**src/rtl/opb_reg_arbiter_if.sv**
```systemverilog
// ============================================================================
// opb_reg_arbiter_if
// ----------------------------------------------------------------------------
// Bus bundle for the OPB scratch-pad/register slave arbiter: two requester
// ports (M0 = host bridge, M1 = debug/JTAG bridge) plus the shared slave port.
//
// Modports:
//   slave  - the arbiter's view: takes requests and SP_DO, drives ACK/RDATA,
//            the slave strobes, address, write data and GNT.
//   master - the surrounding system's view (requesters and the slave memory).
//
// Signals:
//   Mx_REQ   level request, held until Mx_ACK
//   Mx_WR    1 = write, 0 = read
//   Mx_LOCK  keep priority for the next access (OPB_ARB_LOCK_EN builds only)
//   Mx_ADDR  access address
//   Mx_WDATA write data
//   Mx_ACK   one-cycle completion pulse
//   Mx_RDATA read data, valid in the ACK cycle, held until the next read ACK
//   OPB_ADDR registered slave address
//   SP_DI    registered slave write data
//   SP_RE    slave read strobe
//   SP_WE    slave write strobe
//   SP_DO    slave read data
//   GNT      one-hot owner (bit0 = M0), 0 when idle
// ============================================================================
interface opb_reg_arbiter_if;
    logic        M0_REQ;
    logic        M0_WR;
    logic        M0_LOCK;
    logic [31:0] M0_ADDR;
    logic [31:0] M0_WDATA;
    logic        M0_ACK;
    logic [31:0] M0_RDATA;

    logic        M1_REQ;
    logic        M1_WR;
    logic        M1_LOCK;
    logic [31:0] M1_ADDR;
    logic [31:0] M1_WDATA;
    logic        M1_ACK;
    logic [31:0] M1_RDATA;

    logic [31:0] OPB_ADDR;
    logic [31:0] SP_DI;
    logic        SP_RE;
    logic        SP_WE;
    logic [31:0] SP_DO;
    logic [1:0]  GNT;

    modport slave (
        input  M0_REQ, M0_WR, M0_LOCK, M0_ADDR, M0_WDATA,
        input  M1_REQ, M1_WR, M1_LOCK, M1_ADDR, M1_WDATA,
        input  SP_DO,
        output M0_ACK, M0_RDATA, M1_ACK, M1_RDATA,
        output OPB_ADDR, SP_DI, SP_RE, SP_WE, GNT
    );

    modport master (
        output M0_REQ, M0_WR, M0_LOCK, M0_ADDR, M0_WDATA,
        output M1_REQ, M1_WR, M1_LOCK, M1_ADDR, M1_WDATA,
        output SP_DO,
        input  M0_ACK, M0_RDATA, M1_ACK, M1_RDATA,
        input  OPB_ADDR, SP_DI, SP_RE, SP_WE, GNT
    );
endinterface

```
**src/rtl/opb_reg_arbiter.sv**
```systemverilog
// ============================================================================
// opb_reg_arbiter
// ----------------------------------------------------------------------------
// Two-requester arbiter/sequencer for the OPB scratch-pad/register slave.
// Each granted request becomes exactly one single-cycle SP_RE or SP_WE strobe;
// read data is captured READ_LAT cycles after the strobe and returned with a
// one-cycle ACK. Ties go to the requester not served last (M0 wins the first).
//
// Parameters:
//   READ_LAT  cycles from SP_RE strobe to valid SP_DO (legal 1..15)
//
// Ports:
//   OPB_CLK   clock, rising edge
//   OPB_RST   asynchronous active-high reset
//   bus       opb_reg_arbiter_if.slave (requester ports + slave port + GNT)
//
// Optional feature macro: OPB_ARB_LOCK_EN
//   defined     - owner's LOCK high in its ACK cycle keeps the last-served
//                 pointer, so the owner also wins the next tie
//   not defined - LOCK inputs are ignored, pure round-robin
//
// Timing (REQ sampled in cycle 0):
//   write: SP_WE cycle 1, ACK cycle 2
//   read : SP_RE cycle 1, ACK cycle 2+READ_LAT
// ============================================================================
module opb_reg_arbiter #(
    parameter int unsigned READ_LAT = 1
) (
    input  logic               OPB_CLK,
    input  logic               OPB_RST,
    opb_reg_arbiter_if.slave   bus
);

    typedef enum logic [1:0] {
        S_IDLE,
        S_STROBE,
        S_WAIT,
        S_ACK
    } state_t;

    localparam logic [3:0] LAT_LAST = 4'(READ_LAT - 1);

    state_t      r_state;
    logic        r_owner;      // 0 = M0, 1 = M1
    logic        r_last_m1;    // last served requester, 1 = M1
    logic        r_wr;
    logic [3:0]  r_cnt;
    logic [1:0]  r_gnt;
    logic [31:0] r_opb_addr;
    logic [31:0] r_sp_di;
    logic        r_sp_re;
    logic        r_sp_we;
    logic        r_m0_ack;
    logic        r_m1_ack;
    logic [31:0] r_m0_rdata;
    logic [31:0] r_m1_rdata;

    logic        w_any_req;
    logic        w_pick_m1;
    logic        w_sel_wr;
    logic [31:0] w_sel_addr;
    logic [31:0] w_sel_wdata;
`ifdef OPB_ARB_LOCK_EN
    logic        w_owner_lock;
`endif

    // M1 wins when it is the only requester, or on a tie when M0 was served last.
    always_comb begin
        w_any_req   = bus.M0_REQ | bus.M1_REQ;
        w_pick_m1   = bus.M1_REQ & (~bus.M0_REQ | ~r_last_m1);
        w_sel_wr    = w_pick_m1 ? bus.M1_WR    : bus.M0_WR;
        w_sel_addr  = w_pick_m1 ? bus.M1_ADDR  : bus.M0_ADDR;
        w_sel_wdata = w_pick_m1 ? bus.M1_WDATA : bus.M0_WDATA;
`ifdef OPB_ARB_LOCK_EN
        w_owner_lock = r_owner ? bus.M1_LOCK : bus.M0_LOCK;
`endif
    end

    // The latched address/data live directly in the registered OPB_ADDR/SP_DI
    // outputs: they are loaded on the grant edge so they are valid together
    // with the strobe in the STROBE cycle, and simply hold afterwards.
    always_ff @(posedge OPB_CLK or posedge OPB_RST) begin
        if (OPB_RST) begin
            r_state    <= S_IDLE;
            r_owner    <= 1'b0;
            r_last_m1  <= 1'b1;
            r_wr       <= 1'b0;
            r_cnt      <= '0;
            r_gnt      <= '0;
            r_opb_addr <= '0;
            r_sp_di    <= '0;
            r_sp_re    <= 1'b0;
            r_sp_we    <= 1'b0;
            r_m0_ack   <= 1'b0;
            r_m1_ack   <= 1'b0;
            r_m0_rdata <= '0;
            r_m1_rdata <= '0;
        end else begin
            // Strobes and ACKs are single-cycle pulses.
            r_sp_re  <= 1'b0;
            r_sp_we  <= 1'b0;
            r_m0_ack <= 1'b0;
            r_m1_ack <= 1'b0;

            case (r_state)
                S_IDLE: begin
                    if (w_any_req) begin
                        r_owner    <= w_pick_m1;
                        r_gnt      <= w_pick_m1 ? 2'b10 : 2'b01;
                        r_wr       <= w_sel_wr;
                        r_opb_addr <= w_sel_addr;
                        if (w_sel_wr) begin
                            r_sp_di <= w_sel_wdata;
                        end
                        r_sp_we    <= w_sel_wr;
                        r_sp_re    <= ~w_sel_wr;
                        r_state    <= S_STROBE;
                    end
                end

                S_STROBE: begin
                    if (r_wr) begin
                        r_m0_ack <= ~r_owner;
                        r_m1_ack <= r_owner;
                        r_state  <= S_ACK;
                    end else begin
                        r_cnt    <= LAT_LAST;
                        r_state  <= S_WAIT;
                    end
                end

                S_WAIT: begin
                    if (r_cnt == '0) begin
                        if (r_owner) begin
                            r_m1_rdata <= bus.SP_DO;
                            r_m1_ack   <= 1'b1;
                        end else begin
                            r_m0_rdata <= bus.SP_DO;
                            r_m0_ack   <= 1'b1;
                        end
                        r_state <= S_ACK;
                    end else begin
                        r_cnt <= r_cnt - 4'd1;
                    end
                end

                S_ACK: begin
                    r_gnt   <= '0;
                    r_state <= S_IDLE;
`ifdef OPB_ARB_LOCK_EN
                    if (!w_owner_lock) begin
                        r_last_m1 <= r_owner;
                    end
`else
                    r_last_m1 <= r_owner;
`endif
                end

                default: begin
                    r_state <= S_IDLE;
                end
            endcase
        end
    end

    assign bus.GNT      = r_gnt;
    assign bus.OPB_ADDR = r_opb_addr;
    assign bus.SP_DI    = r_sp_di;
    assign bus.SP_RE    = r_sp_re;
    assign bus.SP_WE    = r_sp_we;
    assign bus.M0_ACK   = r_m0_ack;
    assign bus.M1_ACK   = r_m1_ack;
    assign bus.M0_RDATA = r_m0_rdata;
    assign bus.M1_RDATA = r_m1_rdata;

endmodule

```
**src/flat_wrapper.sv**
```systemverilog
// flat-port wrapper written by rule: the top's interface ports become plain ports
module opb_reg_arbiter_flat 
#(
    parameter int unsigned READ_LAT = 1
)
  (OPB_CLK, OPB_RST, bus_M0_REQ, bus_M0_WR, bus_M0_LOCK, bus_M0_ADDR, bus_M0_WDATA, bus_M1_REQ, bus_M1_WR, bus_M1_LOCK, bus_M1_ADDR, bus_M1_WDATA, bus_SP_DO, bus_M0_ACK, bus_M0_RDATA, bus_M1_ACK, bus_M1_RDATA, bus_OPB_ADDR, bus_SP_DI, bus_SP_RE, bus_SP_WE, bus_GNT);
  opb_reg_arbiter_if bus_i ();
  input  logic OPB_CLK;
  input  logic OPB_RST;
  input wire logic [$bits(bus_i.M0_REQ)-1:0] bus_M0_REQ;
  input wire logic [$bits(bus_i.M0_WR)-1:0] bus_M0_WR;
  input wire logic [$bits(bus_i.M0_LOCK)-1:0] bus_M0_LOCK;
  input wire logic [$bits(bus_i.M0_ADDR)-1:0] bus_M0_ADDR;
  input wire logic [$bits(bus_i.M0_WDATA)-1:0] bus_M0_WDATA;
  input wire logic [$bits(bus_i.M1_REQ)-1:0] bus_M1_REQ;
  input wire logic [$bits(bus_i.M1_WR)-1:0] bus_M1_WR;
  input wire logic [$bits(bus_i.M1_LOCK)-1:0] bus_M1_LOCK;
  input wire logic [$bits(bus_i.M1_ADDR)-1:0] bus_M1_ADDR;
  input wire logic [$bits(bus_i.M1_WDATA)-1:0] bus_M1_WDATA;
  input wire logic [$bits(bus_i.SP_DO)-1:0] bus_SP_DO;
  output wire logic [$bits(bus_i.M0_ACK)-1:0] bus_M0_ACK;
  output wire logic [$bits(bus_i.M0_RDATA)-1:0] bus_M0_RDATA;
  output wire logic [$bits(bus_i.M1_ACK)-1:0] bus_M1_ACK;
  output wire logic [$bits(bus_i.M1_RDATA)-1:0] bus_M1_RDATA;
  output wire logic [$bits(bus_i.OPB_ADDR)-1:0] bus_OPB_ADDR;
  output wire logic [$bits(bus_i.SP_DI)-1:0] bus_SP_DI;
  output wire logic [$bits(bus_i.SP_RE)-1:0] bus_SP_RE;
  output wire logic [$bits(bus_i.SP_WE)-1:0] bus_SP_WE;
  output wire logic [$bits(bus_i.GNT)-1:0] bus_GNT;
  assign bus_i.M0_REQ = bus_M0_REQ;
  assign bus_i.M0_WR = bus_M0_WR;
  assign bus_i.M0_LOCK = bus_M0_LOCK;
  assign bus_i.M0_ADDR = bus_M0_ADDR;
  assign bus_i.M0_WDATA = bus_M0_WDATA;
  assign bus_i.M1_REQ = bus_M1_REQ;
  assign bus_i.M1_WR = bus_M1_WR;
  assign bus_i.M1_LOCK = bus_M1_LOCK;
  assign bus_i.M1_ADDR = bus_M1_ADDR;
  assign bus_i.M1_WDATA = bus_M1_WDATA;
  assign bus_i.SP_DO = bus_SP_DO;
  assign bus_M0_ACK = bus_i.M0_ACK;
  assign bus_M0_RDATA = bus_i.M0_RDATA;
  assign bus_M1_ACK = bus_i.M1_ACK;
  assign bus_M1_RDATA = bus_i.M1_RDATA;
  assign bus_OPB_ADDR = bus_i.OPB_ADDR;
  assign bus_SP_DI = bus_i.SP_DI;
  assign bus_SP_RE = bus_i.SP_RE;
  assign bus_SP_WE = bus_i.SP_WE;
  assign bus_GNT = bus_i.GNT;
  opb_reg_arbiter #(.READ_LAT(READ_LAT)) u_core (.OPB_CLK(OPB_CLK), .OPB_RST(OPB_RST), .bus(bus_i));
endmodule
```
**config.mk**
```make
export PLATFORM = sky130hd
export DESIGN_NAME = opb_reg_arbiter_flat
export DESIGN_NICKNAME = d
export VERILOG_FILES = /design/src/rtl/opb_reg_arbiter_if.sv /design/src/rtl/opb_reg_arbiter.sv /design/src/flat_wrapper.sv
export SDC_FILE = /design/constraint.sdc
export NUM_CORES = 1
export LEC_CHECK = 0
export CAP_MARGIN = 20
export CORE_MARGIN = 3
export CORE_UTILIZATION = 25
export CTS_CLUSTER_DIAMETER = 80
export DETAILED_ROUTE_END_ITERATION = 7
export HOLD_SLACK_MARGIN = 0.03
export PLACE_DENSITY = 0.55
export SYNTH_ARGS = -nofsm -noshare
export SYNTH_HDL_FRONTEND = slang
export SYNTH_SLANG_ARGS = --single-unit
```
**constraint.sdc**
```tcl
create_clock -name OPB_CLK -period 5.8 [get_ports OPB_CLK]
set_input_delay 1.45 -clock OPB_CLK [delete_from_list [all_inputs] [get_ports OPB_CLK]]
set_output_delay 1.45 -clock OPB_CLK [all_outputs]
set_load 0.02 [all_outputs]
```
; ---- Word level (Yosys, flattened, before mapping)
; Index checks and enable logic that the tools add are counted.
[word_totals]
reg_bits = 143
latchBits = 0
mem_bits_rw = 0
mem_bits_ro = 0
in_bits = 168
memories = 0
[op_classes]
n_addsub = 1
n_mul = 0
div = 0
order_cmp = 0
n_eq_ne = 7
shift = 0
n_mux = 25
n_bitwise = 7
reduce_logical = 11
[ops]
columns = op, count
row1 = $mux W32, 2
row2 = $mux W1, 12
row3 = $reduce_and A3 Y1, 4
row4 = $mux W2, 4
row5 = $mux W4, 2
row6 = $pmux W2 S4, 1
row7 = $pmux W4 S2, 1
row8 = $reduce_and A2 Y1, 3
row9 = $eq A2 B2 Y1 const B, 2
row10 = $logic_not A4 Y1, 1
row11 = $ne A2 B1 Y1 const B, 2
row12 = $ne A2 B2 Y1 const B, 2
row13 = $not A1 Y1, 4
row14 = $pmux W1 S2, 2
row15 = $pmux W2 S2, 1
row16 = $reduce_bool A2 Y1, 2
row17 = $sub A4 B1 Y4 const B, 1
row18 = $eq A2 B1 Y1 const B, 1
row19 = $logic_not A2 Y1, 1
row20 = $or A1 B1 Y1, 2
row21 = $and A1 B1 Y1, 1

; ---- Depth between registers and ports, before layout
; Gate-level depths: netlist of the first run.
[logic_depth]
ltp_word = 7
ltp_mapped = 7

; ---- Worst setup path after synthesis of the first run
; OpenSTA, ideal clock, no wires.
[synth_timing]
kind = input to register
from = input port bus_M0_REQ
to = register u_core.r_sp_di[10], in the netlist u_core.bus.SP_DI[10]
setup_ns = 0.125
t_arrival_ns = 2.588
path_slack_ns = 3.087
cell_stages = 6
cell_sequence = buf_4 > a21bo_1 > buf_6 > buf_12 > mux2_4 > mux2_4
[synth_between]
elab_chain_len = 5
elab_cells_between_ends = 7
cone_classes = 2 x mux / 4 x bitwise / 1 x reduce/logical
[synth_rtl]
columns = element, line_no
row1 = "start, declared", flat_wrapper.sv:10  ; input wire logic [$bits(bus_i.M0_REQ)-1:0] bus_M0_REQ;
row2 = $not A1 Y1, opb_reg_arbiter.sv:70  ; w_pick_m1 = bus.M1_REQ & (~bus.M0_REQ | ~r_last_m1);
row3 = $or A1 B1 Y1, opb_reg_arbiter.sv:70
row4 = $and A1 B1 Y1, opb_reg_arbiter.sv:70
row5 = $mux W1, opb_reg_arbiter.sv:71  ; w_sel_wr = w_pick_m1 ? bus.M1_WR : bus.M0_WR;
row6 = $reduce_and A3 Y1 (no line), n/a
row7 = "end signal, assigned", opb_reg_arbiter.sv:113  ; r_sp_di <= w_sel_wdata;
row8 = "end, declared", opb_reg_arbiter.sv:50  ; logic [31:0] r_sp_di;
; Parallel ways exist; a longest one is shown, timed or not.
; A chain may end at the register's enable or synchronous reset.

; ---- Worst setup path in the final report of the first run
[layout_timing]
from = input port bus_M1_REQ
to = register u_core.r_sp_di[2], in the netlist u_core.bus.SP_DI[2]
[layout_between]
elab_chain_len = 3
elab_cells_between_ends = 5
cone_classes = 2 x mux / 2 x bitwise / 1 x reduce/logical
[layout_rtl]
columns = element, line_no
row1 = "start, declared", flat_wrapper.sv:15  ; input wire logic [$bits(bus_i.M1_REQ)-1:0] bus_M1_REQ;
row2 = $and A1 B1 Y1, opb_reg_arbiter.sv:70
row3 = $mux W1, opb_reg_arbiter.sv:71
row4 = $reduce_and A3 Y1 (no line), n/a
; Parallel ways exist; a longest one is shown, timed or not.

==> flow_summary.toml, run 1 <==
[routing]
dr.pass1.iters = 4
wl_um = 19400
drc_errors = 0
via_per_inst = 4.44
routedWlPerCell_um = 18.1
drt_iter0_markers = 193
postRouteAntennaNets = 0
dr_total_vias = 4755

[yosys]
synth-seq-cells = 143
synthSimpleGateAreaFrac = 0.0556
seq_area_frac_synth = 0.557
synth_xor_area_frac = 0
synth_top_family_by_area = "multiplexers"
synthFlopType = "dfrtp_1"
synth-edff-count = 0
synth_cells = 431
yosysUniqueCellTypes = 41
synthMuxAreaShare = 0.263
synth_nets = 604
yosysWarnings = 0
synth_compound_area_frac = 0.0755
syn_area_per_cell_um2 = 14.9
synthArstFlopShare = 1.00
synth_fa_ha_area_frac = 0.00973
syn_area_um2 = 6430

[sta]
setup_tns_ns = 0
rsz0062_at_grt = "false"
slew_headroom = 0.298
fin_worst_skew_ns = 0.00847
final.setup.worst_slack_ns = 1.97
final.period_utilization = 0.660
max_freq_mhz = 261
tightest_slew_ns = 1.05
finalMaxSlewViolations = 0
period_needed_ns = 3.83
hold_viol_final = 0
setup_viol = 0

[critical_path]
cp.arrival_ns = 4.11
rrSetupSlack_ns = 2.93
critPathRequiredTime_ns = 6.08
reg2reg_to = "u_core.bus.SP_DI[2]"
regToRegStartpoint = "u_core.r_state[0]"
crit_fanout = 36
crit_type = "in2reg"
r2r_cells = 6
critPathLaunchType = "primary input"
cp-end-kind = "flop"

[cts]
clockBufferDepth = 2
cts_hold_buf = 0
cts_setup_buffers = 0
cts_tree = "built"
clkLatencyLatePin_ns = 0.41
cts.sinks = 143
ctsResizeCount = 0
cts_root_buf = "clkbuf_16"
htreeDepth = 4
numCtsBuffers = 17
path_clk_slew_ns = 0.06

[floorplan]
die_w_um = 166
fp.coreArea_um2 = 25300
die-area_um2 = 27700
start_util = 0.255
rows = 58
io_pins = 302
fp.dieH_um = 166

[placement]
io_buffer_count = 299
dpl.hpwl_um = 14400
dp_slack_ns = 1.52
dp_cells = 1039
place.gp.congestion = 0.785

[layout]
multi_input_area_um2 = 2600
regArea_um2 = 3580
drive_above_1_share = 0.152
final_util = 0.407
fill_cells = 2351
syn2layout_area_growth_pct = 59.9
final_cell_count_no_fill = 1072
final_nets = 902
n_antenna_cell = 0

[global_route]
grt_pass1_wl_um = 29600
grtUsageTotal = 0.135
grt_max_degree = 82
grt-ovfl-total = 0
grt_pass1_vias = 5181
antenna_found_initial = 0

[worst_hold_path]
hold_depth = 1
hold_end = "u_core.bus.M0_RDATA[25]"
worstHoldStart = "u_core.bus.M0_RDATA[25]"
hold_path_class = "reg2reg"

[run_status]
status = "finished clean"

[pwr]
vdd_drop_max_uv = 246
powerDensity_nw_per_um2 = 548
leakagePower_nw = 4.43
power.total_w = 0.00564

[run]
drv_cap = 0
[worst max-delay path, stage by stage]
cell and delay (ns):
clkdlybuf4s50_1 0.59, a21boi_2 0.19, buf_4 0.29, a32o_2 0.88, buf_4 0.35, mux2_4 0.32
[power by group]
| part | internal [W] | switching, W | total (W) |
|---|---|---|---|
| Combinational | 0.00148 | 0.00131 | 0.00279 |
| Sequential | 0.00149 | 0.000280 | 0.00177 |
| Clock | 0.000611 | 0.000463 | 0.00107 |
| Total | 0.00358 | 0.00205 | 0.00564 |
[cell type report]
cell class | instances | area share
Multi-Input combinational cell | 252 | 0.253
Sequential cell | 143 | 0.348
Timing Repair Buffer | 309 | 0.300
Clock buffer | 19 | 0.0431
Inverter | 6 | 0.00268
Clock inverter | 13 | 0.0125
Tap cell | 330 | 0.0402
[cells in the final DEF, fill, tap and decap left out, types with 5 or more instances in the layout]
cell type        instances
and2_1                   5
clkbuf_16               17
buf_4                    9
and3_1                  34
a221o_1                 32
o21ai_0                  9
mux2_4                  58
ha_1                     5
mux2_1                  65
inv_1                    5
mux2_2                   7
dfrtp_1                142
nand2_1                  6
nor2_1                   5
clkinvlp_4               5
clkdlybuf4s50_1        299
inv_6                    6
[synth_stat cells (2+ instances only)]
cell type,n,area (µm²)
ha_1,5,62.6
nor2_1,5,18.8
o21ai_0,9,45.0
mux2_2,7,78.8
nand2_1,6,22.5
and2_1,5,31.3
buf_12,3,60.1
a221o_1,32,320
and3_1,34,213
buf_2,8,40.0
dfrtp_1,142,3550
buf_4,2,15.0
clkbuf_1,10,37.5
buf_6,7,78.8
mux2_1,65,732
a21oi_1,2,10.0
inv_1,6,22.5
mux2_4,58,871
nand3_1,2,10.0
nand2b_1,2,12.5
[how the worst max path moves through the flow]
stage,startpoint,depth (start not counted),endpoint,slack (ns)
floorplan,OPB_RST,1,u_core.bus.GNT[0],0.51
finish,bus_M1_REQ,6,u_core.bus.SP_DI[2],1.97
global placement,bus_M1_REQ,6,u_core.bus.SP_DI[7],1.62
CTS,bus_M1_REQ,6,u_core.bus.SP_DI[2],1.95
global route,bus_M1_REQ,6,u_core.bus.SP_DI[2],1.85
detailed placement,bus_M1_REQ,6,u_core.bus.SP_DI[0],1.52
[cell families (layout without fill, tap and decap cells)]
logic type / Yosys count / count (layout)
buffers and inverters: 36 / 347
AO/OA/AOI/OAI: 56 / 56
adder cells (fa/ha/maj): 5 / 5
flip-flops: 143 / 143
multiplexers: 131 / 131
AND/OR/NAND/NOR: 60 / 60
[metal layers]
layer | track usage | vias to the layer above | part of all wire
met4 | 0.0316 | 0 | 0.0061
met3 | 0.0438 | 6 | 0.065
met2 | 0.241 | 183 | 0.51
li1 | - | 2189 | -
met1 | 0.159 | 2377 | 0.41
met5 | 0 | - | 0
[metrics by stage]
step	cell area (µm²)	hold slack, ns
floorplan	6430	0.441
global placement	9680	0.467
detailed placement	9680	0.475
CTS	10300	0.489
global route	10300	0.497
finish	10300	0.484
[registers in the layout (all words and copies together) (netlist names), 2 cells and up]
register,cells
u_core.bus.OPB_ADDR,32
u_core.r_state,2
u_core.bus.GNT,2
u_core.bus.M1_RDATA,32
u_core.r_cnt,4
u_core.bus.SP_DI,32
u_core.bus.M0_RDATA,32
No activity file was read; power rests on OpenSTA's default activity.
==> run 2: changes to the inputs <==
--- a/config.mk
+++ b/config.mk
@@ -11,7 +11,7 @@
 export CTS_CLUSTER_DIAMETER = 80
 export DETAILED_ROUTE_END_ITERATION = 7
 export HOLD_SLACK_MARGIN = 0.03
-export PLACE_DENSITY = 0.55
+export PLACE_DENSITY = 0.57
 export SYNTH_ARGS = -nofsm -noshare
 export SYNTH_HDL_FRONTEND = slang
 export SYNTH_SLANG_ARGS = --single-unit
==> constraint.sdc (replaced) <==
create_clock -name OPB_CLK -period 3.2 [get_ports OPB_CLK]
set_input_delay 0.8 -clock OPB_CLK [delete_from_list [all_inputs] [get_ports OPB_CLK]]
set_output_delay 0.8 -clock OPB_CLK [all_outputs]
set_load 0.02 [all_outputs]
==> flow_summary.toml, run 2 (synthesis results as in run 1) <==
[critical_path]
regToRegStartpoint = "u_core.r_state[0]"
crit_fanout = 33
rrSetupSlack_ns = 0.98
r2r_cells = 6
critPathLaunchType = "primary input"
crit_type = "in2reg"
cp-end-kind = "flop"
reg2reg_to = "u_core.bus.M0_RDATA[24]"
critPathRequiredTime_ns = 3.50
cp.arrival_ns = 2.58

[routing]
wl_um = 18400
dr_total_vias = 4727
wl_met3_um = 1120
routedWlPerCell_um = 17.1
postRouteAntennaNets = 0
routed.top_layer = "met4"
dr_wl_met2_um = 9010
drc_errors = 0
via_per_inst = 4.40
wl_met1_um = 8020
drt_iter0_markers = 250
dr.pass1.iters = 4

[cts]
cts_root_buf = "clkbuf_16"
htreeDepth = 4
clkLatencyLatePin_ns = 0.41
cts_tree = "built"
cts_hold_buf = 0
numCtsBuffers = 17
cts.sinks = 143
ctsResizeCount = 0
clockBufferDepth = 2
path_clk_slew_ns = 0.07
cts_setup_buffers = 0

[layout]
syn2layout_area_growth_pct = 61.2
multi_input_area_um2 = 2600
fill_cells = 2438
regArea_um2 = 3580
final_nets = 904
n_antenna_cell = 0
final_common_cell = "clkdlybuf4s50_1"
drive_above_1_share = 0.156
design_area_um2 = 10400
final_cell_mix = "299 x clkdlybuf4s50_1, 142 x dfrtp_1, 65 x mux2_1"

[pwr]
powerDensity_nw_per_um2 = 989
leakagePower_nw = 4.47
vdd_drop_max_uv = 402
power.total_w = 0.0102

[sta]
setup_viol = 0
tightest_slew_ns = 0.549
final.period_utilization = 0.714
hold_viol_final = 0
setup_tns_ns = 0
max_freq_mhz = 438
slew_headroom = 0.633
fin_worst_skew_ns = 0.0138
period_needed_ns = 2.28
rsz0062_at_grt = "false"
finalMaxSlewViolations = 0

[floorplan]
rows = 58
die_w_um = 166
die-area_um2 = 27700
start_util = 0.255
io_pins = 302
fp.coreArea_um2 = 25300
fp.dieH_um = 166

[run]
drv_cap = 0

[global_route]
grt_pass1_vias = 4852
grtUsageTotal = 0.131
antenna_found_initial = 0
grt-ovfl-total = 0
grt_max_degree = 56
grt_pass1_wl_um = 28800

[placement]
dpl.hpwl_um = 13200
place.gp.congestion = 0.732
io_buffer_count = 299
placed_area_um2 = 9770

[worst_hold_path]
hold_end = "u_core.bus.M0_RDATA[2]"
hold_depth = 1
hold_path_class = "reg2reg"
worstHoldStart = "u_core.bus.M0_RDATA[2]"

[run_status]
status = "finished clean"
-- run 2: worst max path at each step --
stage          slack [ns]                      end  cells past startpoint                 from
2_1_floorplan        0.61        u_core.bus.GNT[0]                      1              OPB_RST
3_3_place_gp         0.53     u_core.bus.SP_DI[29]                      5           bus_M0_REQ
3_5_place_dp         0.50     u_core.bus.SP_DI[29]                      5           bus_M0_REQ
4_1_cts              0.93             bus_SP_DI[7]                      1  u_core.bus.SP_DI[7]
5_1_grt              0.78  u_core.bus.M0_RDATA[24]                      6    u_core.r_state[0]
6_report             0.92     u_core.bus.SP_DI[29]                      5           bus_M0_REQ
-- run 2: cell type report --
cell class,instances,area share
Clock inverter,15,0.0168
Inverter,6,0.00253
Timing Repair Buffer,311,0.303
Multi-Input combinational cell,252,0.251
Clock buffer,17,0.0410
Tap cell,330,0.0398
Sequential cell,143,0.345
-- run 2: through the flow --
step	utilization	hold WS, ns	instances	worst slack [ns]
global placement	0.387	0.469	1042	0.529
CTS	0.410	0.489	1074	0.926
floorplan	-	0.441	431	0.610
detailed placement	0.387	0.474	1042	0.499
finish	0.410	0.483	1074	0.916
global route	0.410	0.502	1074	0.777
-- run 2: critical path: stages --
cell and delay [ns]:
clkdlybuf4s50_1 0.65, a21bo_2 0.22, buf_12 0.24, mux2_1 0.36, mux2_2 0.26
-- run 2: per-layer routing --
| layer | up-vias | global-route usage |
|---|---|---|
| met5 | - | 0 |
| met4 | 0 | 0.0305 |
| met3 | 10 | 0.0419 |
| met2 | 165 | 0.214 |
| met1 | 2354 | 0.170 |
| li1 | 2198 | - |
-- run 2: power breakdown --
group / switching, W / internal, W / leakage (nW)
clock network: 0.000904 / 0.00112 / 0.284
registers: 0.000461 / 0.00270 / 1.72
logic: 0.00237 / 0.00270 / 2.47
total: 0.00374 / 0.00651 / 4.47
